<file path="src/rtl/cmn_plru_bank.sv">
// Multi-set tree pseudo-LRU replacement bank.
// Holds WAYS-1 tree bits per set; handshaked victim lookup, flush sequencer.
module cmn_plru_bank #(
  parameter int SETS  = 8,
  parameter int WAYS  = 4,
  parameter int SET_W = (SETS > 1) ? $clog2(SETS) : 1,
  parameter int WAY_W = $clog2(WAYS)
) (
  input  logic             clk,
  input  logic             rst,
  input  logic             acc_vld,
  input  logic [SET_W-1:0] acc_set,
  input  logic [WAY_W-1:0] acc_way,
  input  logic             vic_req_vld,
  output logic             vic_req_rdy,
  input  logic [SET_W-1:0] vic_req_set,
  input  logic [WAYS-1:0]  vic_req_valid,
  input  logic [WAYS-1:0]  vic_req_lock,
  output logic             vic_rsp_vld,
  input  logic             vic_rsp_rdy,
  output logic [WAYS-1:0]  vic_rsp_way,
  output logic             vic_rsp_none,
  input  logic             vic_rsp_touch,
  input  logic             flush_req,
  output logic             busy
);

  localparam int TW = WAYS - 1;

  localparam logic [0:0] ST_IDLE  = 1'b0;
  localparam logic [0:0] ST_FLUSH = 1'b1;

  logic [TW-1:0]    tree_q [SETS];
  logic [TW-1:0]    tree_d [SETS];
  logic [0:0]       state_q, state_d;
  logic [SET_W-1:0] cnt_q, cnt_d;
  logic             rsp_vld_q, rsp_vld_d;
  logic [SET_W-1:0] rsp_set_q, rsp_set_d;
  logic [WAYS-1:0]  rsp_way_q, rsp_way_d;
  logic             rsp_none_q, rsp_none_d;

  logic [TW-1:0]    rd_tree;
  logic [WAY_W-1:0] cmt_way;
  logic             req_fire;
  logic             cmt_ok;
  logic             acc_ok;

  // Mark way w most recent: each node on its path points away from it.
  function automatic logic [TW-1:0] f_touch(
    input logic [TW-1:0]    t,
    input logic [WAY_W-1:0] w
  );
    logic [TW-1:0] r;
    int            node;
    int            dir;
    r = t;
    for (int l = 0; l < WAY_W; l++) begin
      node = (1 << l) - 1 + (int'(w) >> (WAY_W - l));
      dir  = (int'(w) >> (WAY_W - 1 - l)) & 1;
      r    = r & ~(TW'(1) << node);
      if (dir == 0) r = r | (TW'(1) << node);
    end
    return r;
  endfunction

  // Lowest invalid unlocked way first, else a lock-aware tree walk.
  function automatic logic [WAYS-1:0] f_pick(
    input logic [TW-1:0]   t,
    input logic [WAYS-1:0] cand,
    input logic [WAYS-1:0] vld
  );
    logic [WAYS-1:0] inv;
    logic [WAYS-1:0] r;
    logic [WAYS-1:0] sh;
    logic [WAYS-1:0] lm;
    logic [TW-1:0]   ts;
    logic            lh;
    logic            rh;
    logic            go_r;
    int              p;
    int              node;
    int              half;
    inv = cand & ~vld;
    r   = '0;
    if (|inv) begin
      r = inv & (~inv + WAYS'(1));
    end else if (|cand) begin
      p = 0;
      for (int l = 0; l < WAY_W; l++) begin
        half = WAYS >> (l + 1);
        node = (1 << l) - 1 + p;
        lm   = {WAYS{1'b1}} >> (WAYS - half);
        sh   = cand >> (p * 2 * half);
        lh   = |(sh & lm);
        rh   = |((sh >> half) & lm);
        ts   = t >> node;
        go_r = ts[0] ? rh : ~lh;
        p    = 2 * p + int'(go_r);
      end
      r = WAYS'(1) << p;
    end
    return r;
  endfunction

  assign busy         = (state_q == ST_FLUSH);
  assign vic_req_rdy  = ~busy & (~rsp_vld_q | vic_rsp_rdy);
  assign vic_rsp_vld  = rsp_vld_q;
  assign vic_rsp_way  = rsp_way_q;
  assign vic_rsp_none = rsp_none_q;

  assign req_fire = vic_req_vld & vic_req_rdy;
  assign acc_ok   = acc_vld & ~busy;
  assign cmt_ok   = rsp_vld_q & vic_rsp_rdy & vic_rsp_touch
                  & ~rsp_none_q & ~busy;

  // Read the requested set; out-of-range sets read as all-zero.
  always_comb begin
    rd_tree = '0;
    for (int s = 0; s < SETS; s++) begin
      if (vic_req_set == SET_W'(s)) rd_tree = tree_q[s];
    end
  end

  // One-hot registered victim back to a way index.
  always_comb begin
    cmt_way = '0;
    for (int i = 0; i < WAYS; i++) begin
      if (rsp_way_q[i]) cmt_way = WAY_W'(i);
    end
  end

  // Tree update: commit touch, then access touch, flush clear last.
  always_comb begin
    for (int s = 0; s < SETS; s++) begin
      tree_d[s] = tree_q[s];
      if (cmt_ok && rsp_set_q == SET_W'(s))
        tree_d[s] = f_touch(tree_d[s], cmt_way);
      if (acc_ok && acc_set == SET_W'(s))
        tree_d[s] = f_touch(tree_d[s], acc_way);
      if (busy && cnt_q == SET_W'(s))
        tree_d[s] = '0;
    end
  end

  // Response register: load on request accept, drop on response accept.
  always_comb begin
    rsp_vld_d  = rsp_vld_q;
    rsp_set_d  = rsp_set_q;
    rsp_way_d  = rsp_way_q;
    rsp_none_d = rsp_none_q;
    if (req_fire) begin
      rsp_vld_d  = 1'b1;
      rsp_set_d  = vic_req_set;
      rsp_way_d  = f_pick(rd_tree, ~vic_req_lock, vic_req_valid);
      rsp_none_d = &vic_req_lock;
    end else if (vic_rsp_rdy) begin
      rsp_vld_d  = 1'b0;
    end
  end

  // Flush sequencer: walk every set once, one per cycle.
  always_comb begin
    state_d = state_q;
    cnt_d   = cnt_q;
    unique case (state_q)
      ST_IDLE: begin
        if (flush_req) begin
          state_d = ST_FLUSH;
          cnt_d   = '0;
        end
      end
      ST_FLUSH: begin
        if (cnt_q == SET_W'(SETS - 1)) begin
          state_d = ST_IDLE;
          cnt_d   = '0;
        end else begin
          cnt_d = cnt_q + SET_W'(1);
        end
      end
      default: begin
        state_d = ST_IDLE;
        cnt_d   = '0;
      end
    endcase
  end

  // State registers.
  always_ff @(posedge clk or posedge rst) begin
    if (rst) begin
      for (int s = 0; s < SETS; s++) tree_q[s] <= '0;
      state_q    <= ST_IDLE;
      cnt_q      <= '0;
      rsp_vld_q  <= 1'b0;
      rsp_set_q  <= '0;
      rsp_way_q  <= '0;
      rsp_none_q <= 1'b0;
    end else begin
      for (int s = 0; s < SETS; s++) tree_q[s] <= tree_d[s];
      state_q    <= state_d;
      cnt_q      <= cnt_d;
      rsp_vld_q  <= rsp_vld_d;
      rsp_set_q  <= rsp_set_d;
      rsp_way_q  <= rsp_way_d;
      rsp_none_q <= rsp_none_d;
    end
  end

endmodule

</file>
<file path="config.mk">
export PLATFORM = sky130hd
export DESIGN_NAME = cmn_plru_bank
export DESIGN_NICKNAME = d
export VERILOG_FILES = /design/src/rtl/cmn_plru_bank.sv
export SDC_FILE = /design/constraint.sdc
export NUM_CORES = 1
export LEC_CHECK = 0
export ABC_AREA = 1
export CAP_MARGIN = 20
export CELL_PAD_IN_SITES_DETAIL_PLACEMENT = 2
export CELL_PAD_IN_SITES_GLOBAL_PLACEMENT = 2
export CORE_MARGIN = 3
export CORE_UTILIZATION = 32
export DETAILED_ROUTE_END_ITERATION = 6
export PLACE_DENSITY_LB_ADDON = 0.1
export SLEW_MARGIN = 20
export SYNTH_ARGS = -nofsm -noshare
export SYNTH_HDL_FRONTEND = slang
export SYNTH_SLANG_ARGS = --single-unit
</file>
<file path="constraint.sdc">
create_clock -name clk -period 2.1 [get_ports clk]
set_clock_uncertainty 0.2 [all_clocks]
set_input_delay 0.42 -clock clk [delete_from_list [all_inputs] [get_ports clk]]
set_output_delay 0.42 -clock clk [all_outputs]
set_load 0.02 [all_outputs]
</file>
==> impl_results.md <==
* Total GRT Usage at 23.9%
* Cells on worst reg2reg path at 9
* Final min period at about 2.1 ns
* Net count after synthesis at between 400 and 500
* Fin nets at 495
* ANT cells at 0
* R2r setup slk at 0.10 ns
* Drt initial violations at 106
* Ports at 31
* Total gr overflow at 0
* Die ar. at roughly 9400 um2
* Area of the multi-input gates at around 1600 um2
* Share of layout cells above drive strength 1 at between 20% and 30%
* Hold Slack at about 0.27 ns
* First-pass iteration count of the detailed router at 4
* Endpoints failing hold at 0
* Clk root buf: clkbuf_8
* Async SR Flop Fraction at 100%
* Initial Util at about a third
* Fmax achieved at between 0.4 and 0.5 GHz
* Worst Setup End Kind: output pin
* Via density at between 5 and 6
* Hold bufs inserted after CTS at 0
* Worst-path clk slew at about 0.080 ns
* Fill cell count at 933
* Die W at 96.9 um
* Largest stage delay on the critical path at approximately 0.66 ns
* Ys Warns at 0
* Buf/Inv on CP at 1
* Placeable Area at around 7900 um2
* Cts bufs inserted at 5
* Post-route ant nets at 0
* I/O Buffers at 30
* Worst slew pin tran at ~0.42 ns
* Placed cells at ~550
* Crit share post-route at approximately 100%
* Detailed-route DRC error count at 0
* Worst path slowest cell: clkdlybuf4s50_1
* Sequential cell area at 926 um2
* Critical path cell sequence: clkdlybuf4s50_1
* P_leak at ~1.8 nW
* Crit path max fanout at 4
* Slew margin rel. at 72.1%
* Worst r2r dst: tree_q[4]$_DFF_PP0_
* Worst vdd ir at 0.582 mV
* Row cnt at 32
* Critical path data arrival time at 1.46 ns
* Synthesized flop and latch total at 37
* Worst-Skew Late Latency at between 0.3 and 0.4 ns
* Cell variety after synth at 35
* CTS max path bufs at 2
* CTS tree: done
* Setup CP Type: register to output pin
* Number of flops mapped to enable cells by yosys at 0
* Power Density at slightly below 1000 nW/um2
* Die height at roughly 97 um
* Worst endpoint required time at approximately 1.5 ns
* Status: complete, no violations
* Max Cap Viol at 0
* Layout area overhead at 41.0%
* Initial antenna violation count at 0
* Routed vias at approximately 3,000
* Post-synthesis cell count at about 380
* Dpl hpwl at approximately 8.5 mm
* Routed wire per std cell at ~21 um
* Non-Filler Instances at roughly 570
* H-tree levels at 2
* Largest net degree at the start of global routing at 38
* Number of global-route vias before repair at about 3,300
* Routed wire length at about 12 mm
* Worst flop-to-flop path startpoint: vic_rsp_none$_DFFE_PP0P_
* Clock sinks at 37
* GPL Wtd Cong at about 0.86
* Synthesized cell area at 2650 um2
* Prevailing post-synth register cell: dfrtp_1
* Cell family with most CP delay: buffers and inverters
* Worst Hold Class: primary input to async pin
* First-pass GRT wire length at about 18 mm
* Final Max Tran Viols at 0
* Register area share after synthesis at around a third
* Crit start category: register
* Final setup fails at 0
* Post-synthesis average cell area at around 7 um2
[through the flow]
step / area (um2) / setup TNS [ns] / power (mW) / utilization [%] / setup WS [ns]
4_1_cts: 3560 / 0 / 3.56 / 45.1 / 0.00132
3_5_place_dp: 3410 / -7.25 / 3.00 / 43.3 / -0.590
2_1_floorplan: 2650 / 0 / 2.16 / - / 0.147
5_1_grt: 3730 / -0.0217 / 3.94 / 47.3 / -0.00802
6_report: 3730 / 0 / 3.68 / 47.3 / 0.0202
3_3_place_gp: 3410 / -5.94 / 2.90 / 43.3 / -0.518
[registers in the layout, summed over array words and instances (netlist names)]
register      count
vic_rsp_vld       1
rsp_set_q         3
cnt_q             3
vic_rsp_none      1
busy              1
tree_q           24
vic_rsp_way       4
[area by class of cell]
type | count | share of cell area, %
multi-input combinational | 274 | 43.3
sequential | 37 | 24.8
timing repair buffer | 84 | 19.5
inverter | 63 | 6.54
tap | 102 | 3.42
clock buffer | 6 | 1.95
clock inverter | 2 | 0.268
timing repair inverter | 1 | 0.201
[synth_stat cells, types with 2 or more instances]
library cell	number	area [um2]
inv_2	4	15.0
a21boi_1	2	15.0
inv_1	58	218
a22oi_1	2	15.0
nand2_4	5	56.3
nor2_1	56	210
nand3_1	21	105
o22ai_1	15	93.8
nand3_2	7	70.1
dfrtp_1	37	926
nor3_1	5	25.0
nor3_2	4	40.0
a311oi_1	4	35.0
o21ai_0	10	50.1
nand2_1	79	297
a211oi_1	3	22.5
a31oi_1	3	18.8
ha_1	6	75.1
nand2_2	9	56.3
a21oi_1	20	100
o31ai_1	2	15.0
a221oi_1	2	17.5
nand4_1	7	43.8
o221ai_1	3	26.3
nor2_2	3	18.8
clkbuf_1	3	11.3
[metal layers]
layer / wire, um / part of all wire [%] / up-vias / GRT usage (%)
met4: 229 / 1.9 / 0 / 7.13
met3: 329 / 2.8 / 20 / 3.68
met1: 5240 / 44 / 1532 / 30.8
li1: - / - / 1412 / -
met2: 6070 / 51 / 48 / 41.1
met5: 0 / 0 / - / 0
[worst register-to-register path, stage by stage (launching register included)]
cell and delay (ns):
dfrtp_1 0.43, nor2_2 0.17, nand4_1 0.23, buf_4 0.22, nor2_2 0.10, nand2_1 0.13, nand2_1 0.11, o221ai_1 0.14
nand2_1 0.12, inv_1 0.05
[power by group]
group	switching (mW)	internal (mW)	total, mW
clock	0.298	0.231	0.529
sequential	0.289	0.972	1.26
combinational	1.20	0.690	1.89
[cell usage in the layout (no fill, tap or decap), types with 3 or more instances in the layout]
master	Yosys	layout
a311oi_1	4	3
dlymetal6s2s_1	0	3
inv_4	0	3
nor2_1	56	44
nor2_2	3	13
nand3_2	7	10
buf_4	0	51
dfrtp_1	37	37
ha_1	6	6
nand3_1	21	17
o22ai_1	15	13
nor3_2	4	3
a21oi_1	20	18
nand4_1	7	7
nand2_1	79	77
a31oi_1	3	3
o21ai_0	10	10
nor3_4	0	4
clkdlybuf4s50_1	0	22
nand2_2	9	10
clkbuf_8	0	5
o221ai_1	3	3
inv_1	58	57
nand2_4	5	6
[cell families (layout without fill, tap and decap cells)]
logic type | count (synthesis) | after routing | share of synthesized area (%)
fa+ha+maj | 6 | 6 | 2.84
simple gates | 201 | 201 | 36.6
flops | 37 | 37 | 35.0
buf+inv | 68 | 156 | 9.93
compound gates | 67 | 67 | 15.6
[what timing repair did]
item | CTS | global route
pin swaps | 1 | 18
cloned | 0 | 1
gates resized for setup | 22 | 39
setup buffers | 1 | 6
hold endpoints to repair | 0 | 0
endpoints found under the setup margin | 10 | 23
[worst max-delay path by stage]
| stage | startpoint | endpoint | slack, ns | cells after the start |
|---|---|---|---|---|
| after floorplan | busy$_DFF_PP0_ | tree_q[13]$_DFF_PP0_ | 0.15 | 8 |
| after global placement | vic_req_set[1] | vic_rsp_way[2]$_DFFE_PP0P_ | -0.52 | 15 |
| after detailed placement | vic_req_set[1] | vic_rsp_way[2]$_DFFE_PP0P_ | -0.59 | 15 |
| after CTS | vic_req_lock[1] | vic_rsp_way[0]$_DFFE_PP0P_ | 0.001 | 9 |
| after global routing | tree_q[18]$_DFFE_PP0P_ | vic_rsp_way[0]$_DFFE_PP0P_ | -0.008 | 13 |
| final | vic_rsp_way[3]$_DFFE_PP0P_ | vic_rsp_way[3] | 0.02 | 1 |
(Power assumes the default switching activity.)
